<file path="config.mk">
export PLATFORM = sky130hd
export DESIGN_NAME = lsu_dmem_port
export DESIGN_NICKNAME = d
export VERILOG_FILES = /design/src/rtl/lsu_dmem_port.sv
export SDC_FILE = /design/constraint.sdc
export NUM_CORES = 1
export LEC_CHECK = 0
export CORE_ASPECT_RATIO = 1.5
export CORE_MARGIN = 5
export CORE_UTILIZATION = 45
export DETAILED_ROUTE_END_ITERATION = 16
export PLACE_DENSITY_LB_ADDON = 0.12
export SLEW_MARGIN = 20
export SYNTH_ARGS = -nofsm -noshare
export SYNTH_HDL_FRONTEND = slang
export SYNTH_SLANG_ARGS = --single-unit
</file>
<file path="constraint.sdc">
create_clock -name clk -period 8.7 [get_ports clk]
set_clock_uncertainty 0.1 [all_clocks]
set_input_delay 0.87 -clock clk [delete_from_list [all_inputs] [get_ports clk]]
set_output_delay 0.87 -clock clk [all_outputs]
set_load 0.01 [all_outputs]
</file>
<file path="src/rtl/lsu_dmem_port.sv">
// Load/store adapter between an LSU request channel and a single-port, word-wide data memory.
// Define LSU_MISALIGNED_SPLIT_EN to serve boundary-crossing accesses as two word cycles (ACC1, ACC2).
module lsu_dmem_port (
  input  logic        clk,
  input  logic        reset,
  input  logic        req_valid,
  output logic        req_ready,
  input  logic        req_we,
  input  logic [1:0]  req_size,
  input  logic        req_unsigned,
  input  logic [31:0] req_addr,
  input  logic [31:0] req_wdata,
  output logic        resp_valid,
  output logic [31:0] resp_rdata,
  output logic        resp_err,
  output logic [31:0] daddr,
  output logic [31:0] dwdata,
  output logic [3:0]  dwe,
  input  logic [31:0] drdata
);

  typedef enum logic [1:0] {
    IDLE = 2'd0,
    ACC1 = 2'd1,
    ACC2 = 2'd2,
    RESP = 2'd3
  } state_t;

  localparam logic [1:0] SZ_B = 2'b00;
  localparam logic [1:0] SZ_H = 2'b01;
  localparam logic [1:0] SZ_W = 2'b10;

  function automatic logic [3:0] f_lane_mask(input logic [1:0] size);
    case (size)
      SZ_B:    f_lane_mask = 4'b0001;
      SZ_H:    f_lane_mask = 4'b0011;
      default: f_lane_mask = 4'b1111;
    endcase
  endfunction

  // raw holds {second word, first word}; the result starts at byte offset off.
  function automatic logic [31:0] f_load(input logic [63:0] raw, input logic [1:0] off,
                                         input logic [1:0] size, input logic uns);
    logic [31:0] sh;
    sh = 32'(raw >> {off, 3'b000});
    case (size)
      SZ_B:    f_load = uns ? {24'd0, sh[7:0]}  : {{24{sh[7]}}, sh[7:0]};
      SZ_H:    f_load = uns ? {16'd0, sh[15:0]} : {{16{sh[15]}}, sh[15:0]};
      default: f_load = sh;
    endcase
  endfunction

  state_t      r_state;
  logic        r_we;
  logic [1:0]  r_size;
  logic        r_uns;
  logic [1:0]  r_off;

  logic [1:0]  w_off;
  logic        w_err;
  logic [63:0] w_raw;
  logic [31:0] w_load_data;

  assign w_off = req_addr[1:0];

`ifdef LSU_MISALIGNED_SPLIT_EN
  logic        r_split;
  logic [3:0]  r_dwe_hi;
  logic [31:0] r_wdata_hi;
  logic [31:0] r_rd_lo;
  logic        w_split;
  logic [63:0] w_sdata;
  logic [7:0]  w_sbe;

  assign w_err   = (req_size == 2'b11);
  assign w_split = ((req_size == SZ_H) && (w_off == 2'b11)) ||
                   ((req_size == SZ_W) && (w_off != 2'b00));
  assign w_sdata = {32'd0, req_wdata} << {w_off, 3'b000};
  assign w_sbe   = {4'd0, f_lane_mask(req_size)} << w_off;
  assign w_raw   = (r_state == ACC2) ? {drdata, r_rd_lo} : {32'd0, drdata};
`else
  logic [31:0] w_sdata;
  logic [3:0]  w_sbe;

  // Anything that would straddle a word boundary or sit at an odd halfword address is refused.
  assign w_err   = (req_size == 2'b11) ||
                   ((req_size == SZ_H) && w_off[0]) ||
                   ((req_size == SZ_W) && (w_off != 2'b00));
  assign w_sdata = req_wdata << {w_off, 3'b000};
  assign w_sbe   = f_lane_mask(req_size) << w_off;
  assign w_raw   = {32'd0, drdata};
`endif

  assign w_load_data = r_we ? 32'd0 : f_load(w_raw, r_off, r_size, r_uns);

  // Request sequencing and all registered outputs.
  always_ff @(posedge clk or posedge reset) begin
    if (reset) begin
      r_state    <= IDLE;
      req_ready  <= 1'b1;
      resp_valid <= 1'b0;
      resp_err   <= 1'b0;
      resp_rdata <= 32'd0;
      daddr      <= 32'd0;
      dwdata     <= 32'd0;
      dwe        <= 4'd0;
      r_we       <= 1'b0;
      r_size     <= 2'd0;
      r_uns      <= 1'b0;
      r_off      <= 2'd0;
`ifdef LSU_MISALIGNED_SPLIT_EN
      r_split    <= 1'b0;
      r_dwe_hi   <= 4'd0;
      r_wdata_hi <= 32'd0;
      r_rd_lo    <= 32'd0;
`endif
    end else begin
      case (r_state)
        IDLE: begin
          resp_valid <= 1'b0;
          resp_err   <= 1'b0;
          resp_rdata <= 32'd0;
          if (req_valid) begin
            r_we      <= req_we;
            r_size    <= req_size;
            r_uns     <= req_unsigned;
            r_off     <= w_off;
            req_ready <= 1'b0;
            if (w_err) begin
              r_state    <= RESP;
              resp_valid <= 1'b1;
              resp_err   <= 1'b1;
              daddr      <= 32'd0;
              dwdata     <= 32'd0;
              dwe        <= 4'd0;
            end else begin
              r_state <= ACC1;
              daddr   <= {req_addr[31:2], 2'b00};
              dwdata  <= req_we ? w_sdata[31:0] : 32'd0;
              dwe     <= req_we ? w_sbe[3:0] : 4'd0;
`ifdef LSU_MISALIGNED_SPLIT_EN
              r_split    <= w_split;
              r_dwe_hi   <= req_we ? w_sbe[7:4] : 4'd0;
              r_wdata_hi <= req_we ? w_sdata[63:32] : 32'd0;
`endif
            end
          end else begin
            req_ready <= 1'b1;
            daddr     <= 32'd0;
            dwdata    <= 32'd0;
            dwe       <= 4'd0;
          end
        end
`ifdef LSU_MISALIGNED_SPLIT_EN
        ACC1: begin
          if (r_split) begin
            r_state <= ACC2;
            daddr   <= daddr + 32'd4;
            dwdata  <= r_wdata_hi;
            dwe     <= r_dwe_hi;
            r_rd_lo <= drdata;
          end else begin
            r_state    <= RESP;
            daddr      <= 32'd0;
            dwdata     <= 32'd0;
            dwe        <= 4'd0;
            resp_valid <= 1'b1;
            resp_err   <= 1'b0;
            resp_rdata <= w_load_data;
          end
        end
        ACC2: begin
          r_state    <= RESP;
          daddr      <= 32'd0;
          dwdata     <= 32'd0;
          dwe        <= 4'd0;
          resp_valid <= 1'b1;
          resp_err   <= 1'b0;
          resp_rdata <= w_load_data;
        end
`else
        ACC1: begin
          r_state    <= RESP;
          daddr      <= 32'd0;
          dwdata     <= 32'd0;
          dwe        <= 4'd0;
          resp_valid <= 1'b1;
          resp_err   <= 1'b0;
          resp_rdata <= w_load_data;
        end
`endif
        default: begin
          r_state    <= IDLE;
          req_ready  <= 1'b1;
          resp_valid <= 1'b0;
          resp_err   <= 1'b0;
          resp_rdata <= 32'd0;
          daddr      <= 32'd0;
          dwdata     <= 32'd0;
          dwe        <= 4'd0;
        end
      endcase
    end
  end

endmodule

</file>
==> flow_summary.ini, run 1 <==
[yosys]
netlist.area_leader.share_pct = 58.02
netlist-cell-type-count = 41
ys.flop_type = dfrtp_1
yosysSeqAreaShare_pct = 58.58
postSynthRegisterBits = 109
synthDominantAreaCellType = dfrtp_1
synth.top_cells.by_count = 108 x dfrtp_1, 33 x nor3b_1, 29 x a211oi_1
post_synth_instance_area_mm2 = 0.004658
synthCells = 386
synth-async-reset-ratio_pct = 100.0
synthesis.yosys.warnings = 0
postSynthAreaPerCell_um2 = 12.07
library_cell_with_the_highest_instance_count_after_synthesis = dfrtp_1
ys_top_cells_by_area = dfrtp_1 58%, nor3b_1 5.3%, mux2i_1 5.2%, a211oi_1 4.7%, mux2_2 3.9%
synth_enable_flop_cells = 0

[global_route]
grt_pass1_vias = 3956
antenna_found_initial = 0
grt_pass1_wl_um = 20680
globalRouteOverflowTotal = 0
grt_start_max_net_pins = 81
overall_global_routing_resource_usage_pct = 21.09

[status]
result_of_the_run = completed

[finish]
final_layout_size_suffix_gt1_share_pct = 7.853
area.growth.synth_to_final_pct = 50.98
design.final.nets = 671
finish.instance_area_mm2 = 0.007033
core_util_final_pct = 69.40
filler_cell_count = 784
n_antenna_cell = 0

[flow_run]
cap_viol_max_count = 0

[pwr]
power.clock.fraction_pct = 25.0
internal_power_of_the_cells_w = 0.001103
power.switching_fraction_pct = 32.86
power_leakage_nw = 2.949
fin_total_pwr_w = 0.001643
combinationalPowerShare_pct = 33.9
p_per_area_mw_per_mm2 = 233.7
ir_drop_mv = 0.1072
power.net_switching_w = 0.0005401
seqPwrFrac_pct = 41.1

[floorplanning]
row_count = 45
die_h_um = 134.6
floorplan.initialDensity_pct = 45.96
area_of_the_core_mm2 = 0.01013
io_pins = 206
floorplan.die.width_um = 93.07
floorplan.die_area_mm2 = 0.01253

[routing]
route.detailed.vias_per_inst = 5.565
dr_total_vias = 3840
drc_violations = 0
detailedRoute.firstIterationViolations = 151
finalWirelength_um = 13250
route.detailed.wl_per_inst_um = 19.21
antenna_left = 0
drt-pass1-iter-count = 4

[timing]
post-route-worst-setup-slack_ns = 5.918
final.min_clock_period_ns = 2.782
timing.final.setup_violations = 0
timing.final.crit_share_pct = 31.97
fmaxAchievable_mhz = 359.5
grt_setup_unrepaired = no
timing.slew.headroom_pct = 35.30
final-hold-violation-count = 0
timing_worst_slew_pin_value_ns = 0.9705
finalSetupTns_ns = 0
drv_slew = 0

[critical_path]
crit_path_start_kind = input pin
critical_path.most_common_cell = buf_4
timing.rr.end = resp_rdata[19]
endpoint_kind = register
worstPathArrival_ns = 2.86
r2r_slack_ns = 6.01
worst_setup_path_startpoint = req_addr[0]
crit_path_cell_trace = clkdlybuf4s50_1, buf_4, inv_1, a22oi_2, buf_4, a2111oi_0
cp_slowest_stage_delay_ns = 0.56
cp.required_ns = 8.78
r2r_cells = 4
ff_to_ff_start = r_off[1]
cp_slowest_cell = buf_4
setup.worst_path.end = dwdata[26]
timing.setup.critical_path_class = in -> reg
critical_path.max_fanout = 66

[place]
pre_cts_slack_ns = 5.563
placement.io_buffers = 203
place.detailed.hpwl_um = 9616
gp_congestion = 0.8276
postPlaceCellArea_mm2 = 0.006720

[clocking]
cts.repair_timing.setup_buffer_count = 0
root_buffer = clkbuf_16
clk_path_buf_depth = 2
clk_latency_ns = 0.34
cts_made_buffers = 9
tritoncts_num_sinks = 109
cts_max_level = 3
ctsResizeCount = 0
cts_hold_buffers = 0
cts.reportedPaths.clkPinSlew_ns = 0.07
cts_tree = done

[worst_hold_path]
hp-class = reg -> reg
==> stage by stage <==
| stage | std cells | hold WS, ns |
|---|---|---|
| floorplan | 387 | 0.3736 |
| global placement | 673 | 0.3609 |
| CTS | 689 | 0.3816 |
| global route | 690 | 0.3996 |
| finish | 690 | 0.3846 |
| detailed placement | 673 | 0.3702 |
==> critical path, delay by kind of cell <==
family	cells	cell delay [ns]
buf+inv	4	1.59
compound gates	2	0.38
==> cell type report <==
type                            count  area, µm²  area share, %
Inverter                            7      28.78         0.4092
Multi-Input combinational cell    232       1747          24.84
Clock inverter                      7      75.07          1.067
Clock buffer                        9      225.2          3.202
Sequential cell                   109       2730          38.82
Tap cell                          117      146.4          2.081
Timing Repair Buffer              209       2081          29.59
==> power groups by stage <==
stage                     clock, W  combinational [W]  sequential [W]
after floorplan                  0           0.000312        0.000671
after global placement           0           0.000546        0.000681
after detailed placement         0           0.000555        0.000683
after CTS                 0.000417           0.000557        0.000674
after global routing      0.000440           0.000599        0.000688
final                     0.000411           0.000557        0.000675
==> cell families after synthesis <==
| group | Yosys count | synth area share, % |
|---|---|---|
| flip-flops | 109 | 58.58 |
| AND/OR/NAND/NOR | 107 | 14.37 |
| buffers and inverters | 46 | 4.163 |
| other | 1 | 0.08050 |
| XOR/XNOR | 2 | 0.3761 |
| multiplexers | 40 | 9.025 |
| AO/OA/AOI/OAI | 81 | 13.40 |
==> state kept, by name, summed over array words and instances (netlist names) <==
name,cells
resp_valid,1
req_ready,1
r_size,2
daddr,30
dwe,4
r_we,1
resp_err,1
dwdata,32
r_off,2
r_uns,1
r_state,2
resp_rdata,32
==> cell usage in the layout, fill, tap and decap left out, drive strengths merged, types with 2 or more instances in the layout <==
cell	synthesis	layout
a2111oi	7	7
a211oi	29	29
a21oi	3	3
a221oi	9	9
a22o	2	2
a22oi	3	3
a2bb2oi	7	7
and2	2	2
buf	16	6
clkbuf	23	9
clkdlybuf4s50	0	203
clkinv	0	5
conb	1	2
dfrtp	108	108
inv	7	8
mux2	16	16
mux2i	24	24
nand2	10	10
nor2	8	8
nor2b	18	18
nor3	21	21
nor3b	33	33
nor4bb	4	4
o21ai	6	6
o22ai	7	7
o2bb2ai	8	8
xor2	2	2
==> metal layers <==
layer | global-route usage [%] | vias to the layer above | wire [µm]
met5 | 0 | - | 0
met4 | 7.253 | 0 | 281
met3 | 5.351 | 19 | 826
met2 | 38.52 | 152 | 7223
met1 | 23.57 | 1885 | 4923
li1 | - | 1784 | -
==> worst min path at each step <==
| stage | start | endpoint | slack (ns) | depth (start not counted) |
|---|---|---|---|---|
| after global routing | req_ready | req_ready | 0.40 | 2 |
| after global placement | req_ready | req_ready | 0.36 | 2 |
| after detailed placement | req_ready | req_ready | 0.37 | 2 |
| final | req_ready | req_ready | 0.38 | 2 |
| after floorplan | req_ready | req_ready | 0.37 | 2 |
| after CTS | req_ready | req_ready | 0.38 | 2 |
Note: power is estimated with default switching activity, not from simulation.
==> run 2, diff against run 1 <==
CORE_UTILIZATION = 42   (was 45)
clock period = 2.74 ns   (was 8.7 ns; I/O delays follow)
==> flow_summary.ini, run 2 (same netlist as run 1, synthesis figures left out) <==
[timing]
final.hold.worst_slack_ns = 0.3393
timing.final.crit_share_pct = 80.05
timing.final.setup_violations = 0
fmaxAchievable_mhz = 455.9
timing_worst_slew_pin_value_ns = 0.6982
final.min_clock_period_ns = 2.193
timing.slew.headroom_pct = 53.45
drv_slew = 0
final-hold-violation-count = 0
grt_setup_unrepaired = no
finalSetupTns_ns = 0

[finish]
finish.instance_area_mm2 = 0.007141
mostFrequentLayoutCells = 203 x clkdlybuf4s50_1, 108 x dfrtp_1, 33 x nor3b_1
n_antenna_cell = 0
final_layout_size_suffix_gt1_share_pct = 8.103
top_regs = dwdata x32, resp_rdata x32, daddr x30
core_util_final_pct = 65.28
design.final.nets = 678
filler_cell_count = 879
area.growth.synth_to_final_pct = 53.29
mostFrequentLayoutCell = clkdlybuf4s50_1

[routing]
detailedRoute.firstIterationViolations = 205
finalWirelength_um = 13670
antenna_left = 0
drc_violations = 0
drt-pass1-iter-count = 4
route.detailed.wl_per_inst_um = 18.80
dr_total_vias = 3874
route.detailed.vias_per_inst = 5.329

[floorplanning]
die_h_um = 139.0
floorplan.initialDensity_pct = 42.59
floorplan.die_area_mm2 = 0.01334
area_of_the_core_mm2 = 0.01094
io_pins = 206
floorplan.die.width_um = 95.99
row_count = 47

[global_route]
grt_start_max_net_pins = 110
grt_pass1_wl_um = 21380
antenna_found_initial = 0
overall_global_routing_resource_usage_pct = 20.73
grt_pass1_vias = 3973
globalRouteOverflowTotal = 0

[pwr]
fin_total_pwr_w = 0.005312
power_leakage_nw = 2.975
p_per_area_mw_per_mm2 = 743.9
ir_drop_mv = 0.3973

[clocking]
cts.repair_timing.setup_buffer_count = 0
clk_latency_ns = 0.34
clk_path_buf_depth = 2
root_buffer = clkbuf_16
tritoncts_num_sinks = 109
cts_max_level = 3
cts_made_buffers = 9
ctsResizeCount = 0
cts_hold_buffers = 0
cts_tree = done
cts.reportedPaths.clkPinSlew_ns = 0.07

[critical_path]
cp.required_ns = 2.82
timing.setup.critical_path_class = reg -> reg
crit_path_start_kind = register
endpoint_kind = register
r2r_slack_ns = 0.55
critical_path.max_fanout = 16
worstPathArrival_ns = 2.28

[status]
result_of_the_run = completed

[place]
placement.io_buffers = 203
gp_congestion = 0.8526
postPlaceCellArea_mm2 = 0.006829
place.detailed.hpwl_um = 10090

[flow_run]
cap_viol_max_count = 0

[worst_hold_path]
hp-class = in -> async
## run 2: changes by cell type in the layout (fill, tap and decap cells not counted)
| cell | before | now |
|---|---|---|
| buf_12 | 0 | 1 |
| dfrtp_2 | 1 | 0 |
| inv_6 | 1 | 0 |
| buf_6 | 1 | 0 |
| nand2_2 | 1 | 0 |
| clkinv_2 | 2 | 0 |
| clkinvlp_4 | 0 | 3 |
| clkbuf_1 | 0 | 3 |
| nand2_1 | 9 | 10 |
| inv_4 | 1 | 0 |
| buf_4 | 5 | 12 |
| bufinv_16 | 1 | 2 |
| dfrtp_1 | 107 | 108 |
| clkinv_4 | 3 | 0 |
## run 2: critical path, cell delays in order (launching register included)
cell      delay, ns
dfrtp_1        0.69
mux2_2         0.43
a22oi_1        0.59
a211oi_1       0.23
## run 2: metal layers
metal | GRT usage [%] | share of wire [%] | vias to the layer above
met5 | 0 | 0 | -
met4 | 7.271 | 1.7 | 0
met3 | 4.669 | 6.8 | 19
met2 | 36.95 | 55 | 161
met1 | 23.66 | 36 | 1899
li1 | - | - | 1795
## run 2: final timing paths
check | startpoint | to | depth (start not counted)
max in group asynchronous | reset | dwdata[31] | 3
worst min register to register | req_ready | req_ready | 2
worst min-delay path | reset | daddr[2] | 3
worst max register to register | r_off[1] | resp_rdata[8] | 3
worst max-delay path | r_off[1] | resp_rdata[8] | 3
min in group clk | req_ready | req_ready | 2
## run 2: layout make-up
class / instances / area, µm² / area share, %
clock inverter: 4 / 75.07 / 1.051
inverter: 7 / 30.03 / 0.4205
timing repair buffer: 216 / 2142 / 30.00
multi-input combinational: 232 / 1744 / 24.43
sequential: 109 / 2729 / 38.22
clock buffer: 12 / 236.5 / 3.312
tap: 147 / 183.9 / 2.576
## run 2: through the flow
| stage | worst slack [ns] | std cells |
|---|---|---|
| after global placement | 0.4848 | 711 |
| after detailed placement | 0.3938 | 711 |
| after floorplan | 0.8063 | 387 |
| final | 0.5466 | 727 |
| after global routing | 0.4420 | 727 |
| after CTS | 0.5706 | 727 |
## run 2: power by group
group	switching, W	internal, W	leakage (nW)
logic	0.000929	0.000952	1.35
registers	0.000187	0.00188	1.49
clock network	0.000561	0.000803	0.143
total	0.00168	0.00363	2.98
